<file path="config.mk">
export PLATFORM = sky130hd
export DESIGN_NAME = fnd_scan
export DESIGN_NICKNAME = d
export VERILOG_FILES = /design/src/rtl/fnd_pkg.sv /design/src/rtl/fnd_tick.sv /design/src/rtl/fnd_scan.sv
export SDC_FILE = /design/constraint.sdc
export NUM_CORES = 1
export LEC_CHECK = 0
export CAP_MARGIN = 20
export CORE_AREA = 2 2 99 101
export DETAILED_ROUTE_END_ITERATION = 6
export DIE_AREA = 0 0 101 103
export DONT_BUFFER_PORTS = 1
export GPL_ROUTABILITY_DRIVEN = 0
export SLEW_MARGIN = 10
export SYNTH_ARGS = -nofsm -noshare
export SYNTH_HDL_FRONTEND = slang
export SYNTH_SLANG_ARGS = --single-unit
</file>
<file path="constraint.sdc">
create_clock -name i_clk -period 2 [get_ports i_clk]
set_clock_uncertainty 0.05 [all_clocks]
set_input_delay 0.3 -clock i_clk [delete_from_list [all_inputs] [get_ports i_clk]]
set_output_delay 0.3 -clock i_clk [all_outputs]
set_load 0.05 [all_outputs]
</file>
<file path="src/rtl/fnd_pkg.sv">
// fnd_pkg: shared digit geometry, digit-enable patterns and blanking helper for the FND scanner.
package fnd_pkg;
   localparam int NUM_DIGIT = 4;
   localparam int NIBBLE_W = 4;
   localparam logic [NUM_DIGIT-1:0] DIG_N [NUM_DIGIT] = '{4'b1110, 4'b1101, 4'b1011, 4'b0111};
   localparam logic [NUM_DIGIT-1:0] DIG_OFF = 4'b1111;
   localparam logic [NUM_DIGIT-1:0] RST_EN = 4'b1110;
   // True when digit k and every higher digit are zero; digit0 is never blanked.
   function automatic logic lz_blank(input logic [NUM_DIGIT*NIBBLE_W-1:0] d, input logic [1:0] k);
      return k != 2'd0 && (d >> {k, 2'b00}) == '0;
   endfunction
endpackage

</file>
<file path="src/rtl/fnd_tick.sv">
// fnd_tick: digit-slot prescaler, counts 0..CLK_DIV-1 and pulses o_tick on the last count.
module fnd_tick #(
   parameter int CLK_DIV = 50000
) (
   input  logic i_clk,
   input  logic i_rst_n,
   output logic o_tick
);
   localparam int CW = $clog2(CLK_DIV);
   logic [CW-1:0] cnt;
   assign o_tick = cnt == CW'(CLK_DIV - 1);
   always_ff @(posedge i_clk or negedge i_rst_n)
      if (!i_rst_n) cnt <= '0;
      else cnt <= o_tick ? '0 : cnt + 1'b1;
endmodule

</file>
<file path="src/rtl/fnd_scan.sv">
// fnd_scan: 4-digit multiplexed display scanner with a one-word pending buffer swapped in on frame wrap.
// Leading-zero blanking is compiled in with the FND_LZB_EN macro.
module fnd_scan
   import fnd_pkg::*;
#(
   parameter int CLK_DIV = 50000,
   parameter int DW = 16
) (
   input  logic                 i_clk,
   input  logic                 i_rst_n,
   input  logic                 i_valid,
   input  logic [DW-1:0]        i_data,
   output logic                 o_ready,
   output logic [NIBBLE_W-1:0]  o_nibble,
   output logic [NUM_DIGIT-1:0] o_digit_n
);
   logic tick, wrap, full, take;
   logic [1:0] idx, idx_nx;
   logic [DW-1:0] disp, disp_nx, pend;
   logic [NUM_DIGIT-1:0] en_nx;
   fnd_tick #(.CLK_DIV(CLK_DIV)) u_tick (.i_clk(i_clk), .i_rst_n(i_rst_n), .o_tick(tick));
   assign wrap = tick && idx == 2'd3;
   assign take = i_valid && !full;
   assign o_ready = !full;
   assign idx_nx = tick ? idx + 2'd1 : idx;
   // Pending is only promoted if it was already full before this wrap, so a word taken now waits a frame.
   assign disp_nx = (wrap && full) ? pend : disp;
`ifdef FND_LZB_EN
   assign en_nx = lz_blank(disp_nx, idx_nx) ? DIG_OFF : DIG_N[idx_nx];
`else
   assign en_nx = DIG_N[idx_nx];
`endif
   always_ff @(posedge i_clk or negedge i_rst_n)
      if (!i_rst_n) begin
         idx <= '0;
         disp <= '0;
         pend <= '0;
         full <= 1'b0;
         o_nibble <= '0;
         o_digit_n <= RST_EN;
      end else begin
         idx <= idx_nx;
         disp <= disp_nx;
         if (take) pend <= i_data;
         full <= take || (full && !wrap);
         o_nibble <= disp_nx[{idx_nx, 2'b00} +: NIBBLE_W];
         o_digit_n <= en_nx;
      end
endmodule

</file>
==> impl_metrics.tcl, run 1 <==
set metrics [dict create \
    fin_area_sq_um 3200 \
    postRouteAntennaNets 0 \
    cpPeakStageDelay_ns 0.39 \
    final_common_cell "dfrtp_1" \
    setup_ws_ns -0.0839 \
    syn_nets 195 \
    fp-row-count 36 \
    critPathSlowestCell "dfrtp_1" \
    powerDensity_nw_per_um2 759 \
    cap_violations 0 \
    wl_mm 4.72 \
    dp_slack_ns -0.246 \
    violations "negative setup slack" \
    first_pass_iters 4 \
    synth-seq-cells 59 \
    hpwl_mm 3.02 \
    io_buffers 0 \
    ys_types 30 \
    reg2reg_depth 7 \
    final_max_slew_viol_count 0 \
    crit_path_cell_trace "nor4bb_2 > and4_4 > and3_4 > buf_12 > mux2_4 > o22ai_2 > nor2_2" \
    io_pins 28 \
    clock_path_buffers 2 \
    seqPwrFrac_pct 51.6 \
    end_kind "flop" \
    fillers 932 \
    arrival_ns 2.26 \
    netlist_area_sq_um 2380 \
    die_x_um 101 \
    grt_pass1_vias 1566 \
    htreeDepth 3 \
    coreArea_sq_um 9460 \
    critPathKind "reg2reg" \
    p_leak_uw 0.00152 \
    drcViolationCount 0 \
    start_util_pct 25.1 \
    grt_usage_pct 9.93 \
    outcome "complete, but fails checks" \
    drive_gt1_share_pct 49.3 \
    finalCritPeriodShare_pct 104 \
    ys_warn_count 0 \
    whs_ns 0.0517 \
    cp_max_fo 5 \
    first_iter_violations 50 \
    netlist_top_cells_area "dfrtp_1 59%, mux2_2 15%, xor2_1 4.1%" \
    switching_power_uw 521 \
    hold_viol_final 0 \
    clock_latency_ns 0.34 \
    synthCells 174 \
    grt_pass1_wl_mm 7.69 \
    timing.fmax_ghz 0.480 \
    cp.required_ns 2.18 \
    grt_overflow 0 \
    finalSetupViolCount 4 \
    final_cell_mix "56 x dfrtp_1, 33 x buf_4, 20 x mux2_2, 18 x nor2_1, 12 x mux2_4" \
    cts_tree "built" \
    vias_per_cell 4.17 \
    clkTransAtPathRegs_ns 0.06 \
    die_area_sq_um 10400 \
    intPower_uw 1910 \
    period_needed_ns 2.08 \
    p_clk_share_pct 45.6 \
    cts.sinks 59 \
    diodes 0 \
    synth.avg_cell_area_sq_um 13.7 \
    swShare_pct 21.4 \
    num_vias 1405 \
    numCtsBuffers 9 \
    ys_seq_area_share_pct 62.2 \
    whs_path_depth 2 \
    slew_headroom_pct 68.9 \
    fin_nets 239 \
    antenna_found_initial 0 \
    cts_root_buf "clkbuf_8" \
    fin_util_pct 33.8 \
    min_path_type "in2reg" \
    path_buf_inv 1 \
    grt_max_degree 60 \
    crit_cells 7 \
    cp-start-kind "flop" \
    syn_to_final_growth_pct 34.5 \
    worst_pin_slew_ns 0.467 \
    post-synth-top-area-cell "dfrtp_1" \
    comb_power_share_pct 2.8 \
    yosysTopAreaCellShare_pct 58.9 \
    routedWlPerCell_um 14.0 \
    peakVddDrop_v 0.000250 \
    rsz0062_at_grt "yes" \
    dpl_cell_area_sq_um 2690 \
    critPathTopFamily "simple AND/OR/NAND/NOR gates" \
    die_h_um 103 \
]
==> power by group through the flow <==
stage	clock network (uW)	logic, uW	registers, uW
after global routing	1190	76.2	1260
after CTS	1140	69.3	1260
after global placement	0	34.3	1280
after floorplan	0	33.1	1260
after detailed placement	0	36.1	1280
final	1110	66.8	1250
==> registers in the layout, summed over array words and instances (netlist names) <==
name	flops
o_nibble	4
disp	16
o_digit_n	4
u_tick.cnt	16
idx	2
full	1
pend	16
==> Yosys cell counts <==
cell,count
nor2b_1,2
dfrtp_1,56
nand3_1,7
mux2_2,31
xnor2_1,3
ha_1,2
xnor2_2,1
mux2i_1,1
dfstp_2,3
mux2_4,1
buf_8,1
clkbuf_8,1
xor2_1,11
nor4b_1,1
nand4_1,2
nand2_1,6
nor2_1,19
clkbuf_1,3
nor3_1,1
and3_1,2
inv_1,4
nand2b_1,1
and3_4,1
buf_6,1
or2_1,1
nor4bb_1,1
and4_4,1
o22ai_1,8
and4bb_1,1
or2_2,1
==> repair_timing <==
item                       CTS  global route
gates cloned                 1             0
hold endpoints to repair    59             0
gates resized for setup     28             7
setup buffers                5             3
setup endpoints to repair    8             8
pin swaps                   10             5
hold buffers                 2             0
==> logic make-up (layout without fill, tap and decap cells) <==
kind of cell | count (synthesis) | count (layout) | synth area share (%)
flops | 59 | 59 | 62.2
simple gates | 47 | 47 | 10.3
mux | 33 | 33 | 15.7
xor+xnor | 15 | 15 | 5.84
buf+inv | 10 | 59 | 2.79
compound gates | 8 | 8 | 2.10
fa+ha+maj | 2 | 2 | 1.05
==> worst reg2reg max path: stages, from the launching register on <==
cell and delay [ns]:
dfrtp_1 0.39, nor4bb_2 0.32, and4_4 0.27, and3_4 0.27, buf_12 0.15, mux2_4 0.31, o22ai_2 0.16, nor2_2 0.06
==> area by class of cell <==
type / count / area [sq um] / area share (%)
well taps: 114 / 143 / 4.46
multi-input cells: 105 / 1000 / 31.3
flip-flops and latches: 59 / 1480 / 46.3
clock buffers: 12 / 155 / 4.85
inverters: 4 / 15.0 / 0.469
clock inverters: 4 / 48.8 / 1.53
repair buffers: 39 / 355 / 11.1
==> stage by stage <==
step	setup TNS (ns)	total power, uW	cells
after detailed placement	-1.03	1310	310
final	-0.249	2430	337
after global routing	-1.01	2530	337
after floorplan	-0.285	1300	174
after global placement	-0.860	1310	310
after CTS	-0.216	2460	334
==> worst paths after layout <==
path / endpoint / slack [ns] / startpoint
worst min register to register: disp[15] / 0.45 / disp[15]
worst min-delay path: full / 0.05 / i_valid
min in group asynchronous: pend[1] / 0.43 / i_rst_n
worst max register to register: o_nibble[2] / -0.08 / u_tick.cnt[12]
max in group asynchronous: o_digit_n[1] / 1.17 / i_rst_n
worst max-delay path: o_nibble[2] / -0.08 / u_tick.cnt[12]
==> per-layer routing <==
layer	part of all wire (%)	up-vias	track usage, %
li1	-	685	-
met1	46	684	11.7
met2	48	27	16.1
met3	4.7	9	3.93
met4	1.8	0	4.37
met5	0	-	0
(Power assumes the default switching activity.)
==> inputs of run 2 (changes only) <==
- CORE_AREA: 2 2 99 101 -> 2 2 118 86
- DIE_AREA: 0 0 101 103 -> 0 0 120 88
==> run 2 against run 1 <==
The flow now finishes without violations. Via count grew 0.85%. Cell count grew 2.1%. First-iteration DRC count grew 14%. Die area grew 1.5%. Routed wire length grew 2.0%. Core utilization shrank 0.091 points. Sequential share of layout area grew 0.31 points. Setup slack gained 0.11 ns. Power grew 23%. Sequential power is essentially flat. Non-clock buffer count shrank 9. Worst hold slack gained 0.026 ns.
==> impl_metrics.tcl, run 2 (synthesis results as in run 1) <==
set metrics [dict create \
    diodes 0 \
    htreeDepth 3 \
    clock_latency_ns 0.32 \
    hold_viol_final 0 \
    period_needed_ns 1.97 \
    die_area_sq_um 10600 \
    peakVddDrop_v 0.000481 \
    regArea_sq_um 1480 \
    top_usage_layer "met1" \
    min_path_type "in2reg" \
    syn_to_final_growth_pct 33.6 \
    worst_pin_slew_ns 0.469 \
    switching_power_uw 560 \
    wl_mm 4.81 \
    finalSetupViolCount 0 \
    slew_headroom_pct 68.5 \
    final_cell_mix "56 x dfrtp_1, 27 x buf_4, 26 x mux2_2, 19 x nor2_1, 11 x xor2_1" \
    antenna_found_initial 1 \
    clkTransAtPathRegs_ns 0.05 \
    clock_path_buffers 2 \
    die_h_um 88 \
    num_vias 1417 \
    cp_max_fo 8 \
    grtUsageMet2_pct 13.0 \
    routedWlPerCell_um 14.0 \
    finalCritPeriodShare_pct 98.5 \
    drive_gt1_share_pct 45.4 \
    cts_root_buf "clkbuf_16" \
    first_iter_violations 57 \
    p_clk_share_pct 55.7 \
    grt_pass1_wl_mm 7.69 \
    hpwl_mm 3.17 \
    outcome "complete, no violations" \
    final_max_slew_viol_count 0 \
    io_pins 28 \
    fillers 891 \
    grt_overflow 0 \
    dp.cells 321 \
    multi_input_area_sq_um 943 \
    rsz0062_at_grt "yes" \
    p_leak_uw 0.00152 \
    fin_nets 232 \
    fin_tns_setup_ns 0 \
    end_kind "flop" \
    largestRegisters "disp (16), pend (16), u_tick.cnt (16)" \
    postRouteAntennaNets 0 \
    drcViolationCount 0 \
    swShare_pct 18.8 \
    use_met1_pct 13.4 \
    first_pass_iters 4 \
    grt_usage_pct 9.91 \
    seqPwrFrac_pct 42.1 \
    fp-row-count 30 \
    io_buffers 0 \
    final_common_cell "dfrtp_1" \
    cap_violations 0 \
    cp-start-kind "flop" \
    cp.required_ns 2.16 \
    arrival_ns 2.13 \
    critPathKind "reg2reg" \
    powerDensity_nw_per_um2 937 \
    final_cells 344 \
    fin_util_pct 33.7 \
    vias_per_cell 4.12 \
    coreArea_sq_um 9420 \
    comb_power_share_pct 2.2 \
    intPower_uw 2420 \
    cts.sinks 59 \
    die_x_um 120 \
    start_util_pct 25.2 \
    grt_pass1_vias 1439 \
    numCtsBuffers 9 \
    timing.fmax_ghz 0.508 \
    grtUsageMet3_pct 4.56 \
    cts_tree "built" \
    grt_max_degree 60 \
]
-- run 2: area by class of cell --
type	count	share of cell area (%)
Sequential cell	59	46.6
Tap cell	128	5.04
Clock inverter	5	2.36
Multi-Input combinational cell	107	29.7
Timing Repair Buffer	30	7.91
Inverter	4	0.472
Clock buffer	11	7.95
-- run 2: per-layer routing --
metal	vias up	part of all wire [%]	wire (um)
met3	10	5.8	278
met5	-	0.27	13
met4	2	2.0	97
met2	24	42	2030
li1	680	-	-
met1	701	50	2400
-- run 2: worst paths after layout --
kind / startpoint / slack [ns] / end / cells past startpoint
min in group asynchronous: i_rst_n / 0.48 / pend[8] / 2
worst max-delay path: u_tick.cnt[7] / 0.03 / o_nibble[2] / 6
worst min register to register: disp[1] / 0.44 / disp[1] / 1
max in group asynchronous: i_rst_n / 1.14 / o_digit_n[2] / 2
worst max register to register: u_tick.cnt[7] / 0.03 / o_nibble[2] / 6
worst min-delay path: i_valid / 0.08 / full / 2
-- run 2: critical path, stage by stage, from the launching register on --
cell and delay, ns:
dfrtp_1 0.39, nor4b_2 0.29, and4_4 0.30, and3_4 0.28, mux2_2 0.37, o22ai_2 0.11, nor2_1 0.06
-- run 2: repair_timing --
action	in CTS	in global routing
gates cloned	2	0
hold endpoints to repair	59	0
pin swaps	3	8
setup buffers	1	2
hold buffers	2	0
gates resized for setup	7	14
setup endpoints to repair	4	4
-- run 2: power by group through the flow --
stage	logic [uW]	clock network, uW	registers (uW)
2_1_floorplan	33.1	0	1260
3_3_place_gp	34.0	0	1280
3_5_place_dp	36.1	0	1270
4_1_cts	68.2	1680	1260
5_1_grt	74.6	1730	1260
6_report	65.6	1660	1260
-- run 2: through the flow --
step | setup WS, ns | cell area, sq um | hold slack, ns | total power [uW]
3_3_place_gp | -0.131 | 2680 | -0.0428 | 1310
2_1_floorplan | -0.0711 | 2390 | -0.0456 | 1300
3_5_place_dp | -0.126 | 2680 | -0.0435 | 1310
6_report | 0.0303 | 3180 | 0.0775 | 2980
4_1_cts | 0.00695 | 3100 | 0.0688 | 3010
5_1_grt | -0.0550 | 3180 | 0.0688 | 3060
==> inputs of run 3 (changes only) <==
- PLACE_DENSITY: unset -> 0.48
==> run 3 against run 2 <==
The flow now finishes with violations (negative setup slack). Critical path depth increased by 2. Clock-buffer cell count is 1 higher. Non-clock buffer count grew 7. Routed wire length up 1.5%. Sequential share of layout area fell by 0.81 points. Setup slack worse by 0.070 ns. Power shrank 3.0%. Cell count rose by 1.5%. Die area unchanged. Critical path type unchanged. Largest cell class unchanged. Highest routed layer is now met4.
==> impl_metrics.tcl, run 3 (synthesis results as in run 1) <==
set metrics [dict create \
    fin_util_pct 34.3 \
    worst_pin_slew_ns 0.495 \
    fp-row-count 30 \
    syn_to_final_growth_pct 36.0 \
    reg2reg_depth 8 \
    vias_per_cell 4.08 \
    regArea_sq_um 1480 \
    end_kind "flop" \
    p_leak_uw 0.00154 \
    drcViolationCount 0 \
    antenna_found_initial 0 \
    die_h_um 88 \
    grt_pass1_wl_mm 8.07 \
    period_needed_ns 2.04 \
    fillers 917 \
    coreArea_sq_um 9420 \
    largestRegisters "disp (16), pend (16), u_tick.cnt (16)" \
    hold_viol_final 0 \
    cp-start-kind "flop" \
    num_vias 1424 \
    final_cell_mix "56 x dfrtp_1, 31 x buf_4, 20 x mux2_2, 19 x nor2_1, 12 x mux2_4" \
    die_x_um 120 \
    violations "negative setup slack" \
    path_buf_inv 2 \
    cp_max_fo 7 \
    postRouteAntennaNets 0 \
    outcome "complete, but fails checks" \
    numCtsBuffers 9 \
    whs_path_depth 2 \
    grt_usage_pct 10.5 \
    crit_cells 8 \
    rsz0062_at_grt "yes" \
    fin_tns_setup_ns -0.105 \
    clkTransAtPathRegs_ns 0.05 \
    cp.required_ns 2.16 \
    fin_nets 237 \
    multi_input_area_sq_um 937 \
    setup_ws_ns -0.0401 \
    critPathTopFamily "simple AND/OR/NAND/NOR gates" \
    critPathKind "reg2reg" \
    critPathSlowestCell "dfrtp_1" \
    dp_slack_ns -0.199 \
    io_buffers 0 \
    grt_overflow 0 \
    hpwl_mm 3.31 \
    grt_max_degree 60 \
    finalCritPeriodShare_pct 102 \
    cts_root_buf "clkbuf_16" \
    wl_mm 4.88 \
    cts_tree "built" \
    grt_pass1_vias 1486 \
    cts.sinks 59 \
    crit_path_cell_trace "nor4bb_1 > buf_4 > and4_4 > and3_4 > buf_8 > mux2_4 > o22ai_2 > nor2_1" \
    timing.fmax_ghz 0.490 \
    slew_headroom_pct 67.0 \
    start_util_pct 25.2 \
    final_common_cell "dfrtp_1" \
    powerDensity_nw_per_um2 893 \
    min_path_type "in2reg" \
    diodes 0 \
    drive_gt1_share_pct 47.5 \
    arrival_ns 2.20 \
    clock_path_buffers 2 \
    die_area_sq_um 10600 \
    io_pins 28 \
    cap_violations 0 \
    final_max_slew_viol_count 0 \
    finalSetupViolCount 4 \
    first_iter_violations 66 \
    clock_latency_ns 0.32 \
    htreeDepth 3 \
    routedWlPerCell_um 14.0 \
    first_pass_iters 4 \
    peakVddDrop_v 0.000370 \
    cpPeakStageDelay_ns 0.36 \
]
==> run 3: changes by cell type in the layout (fill, tap and decap cells not counted), sizes merged <==
cell and delta:
buf +7, and3 -2, bufinv -1, clkbuf +1, clkinv -1, clkinvlp +1
==> run 3: repair_timing <==
item,4_1_cts,5_1_grt
resized for setup,23,3
hold buffers,2,0
endpoints found under the hold margin,59,0
setup endpoints to repair,4,5
pin swaps,12,1
buffers inserted,4,1
==> run 3: power by group <==
part           internal [uW]  leakage [uW]  switching, uW  total (uW)
combinational           35.1      0.000614           31.2        66.2
clock                   1060      0.000155            507        1570
sequential              1230      0.000769           21.8        1260
==> run 3: path summary, 6_finish.rpt <==
check,start,end,slack (ns)
worst min register to register,disp[6],disp[6],0.44
min in group asynchronous,i_rst_n,u_tick.cnt[15],0.44
worst max-delay path,u_tick.cnt[15],o_nibble[1],-0.04
max in group asynchronous,i_rst_n,o_digit_n[1],1.15
worst min-delay path,i_valid,full,0.06
worst max register to register,u_tick.cnt[15],o_nibble[1],-0.04
==> run 3: layout make-up <==
class / instances / share of cell area [%]
Multi-Input combinational cell: 105 / 29.0
Clock inverter: 4 / 1.47
Tap cell: 128 / 4.95
Sequential cell: 59 / 45.8
Clock buffer: 12 / 8.24
Timing Repair Buffer: 37 / 10.1
Inverter: 4 / 0.464
==> run 3: worst register-to-register path: cells and delay by family, from the launching register on <==
kind / cells / cell delay, ns
simple gates: 4 / 0.77
mux: 1 / 0.32
buf+inv: 2 / 0.30
flops: 1 / 0.36
compound gates: 1 / 0.13
==> run 3: through the flow <==
| stage | hold slack [ns] | area, sq um | power (uW) | cells |
|---|---|---|---|---|
| global placement | -0.0440 | 2720 | 1310 | 326 |
| CTS | 0.0505 | 3210 | 2940 | 348 |
| finish | 0.0612 | 3230 | 2890 | 349 |
| global route | 0.0594 | 3230 | 3010 | 349 |
| detailed placement | -0.0442 | 2720 | 1310 | 326 |
| floorplan | -0.0456 | 2390 | 1300 | 174 |
==> run 3: layer usage <==
metal | routed length (um) | part of all wire, % | global-route usage, % | vias up
li1 | - | - | - | 684
met1 | 2470 | 51 | 14.3 | 699
met2 | 1990 | 41 | 14.1 | 34
met3 | 322 | 6.6 | 4.88 | 7
met4 | 100 | 2.0 | 4.81 | 0
met5 | 0 | 0 | 0 | -
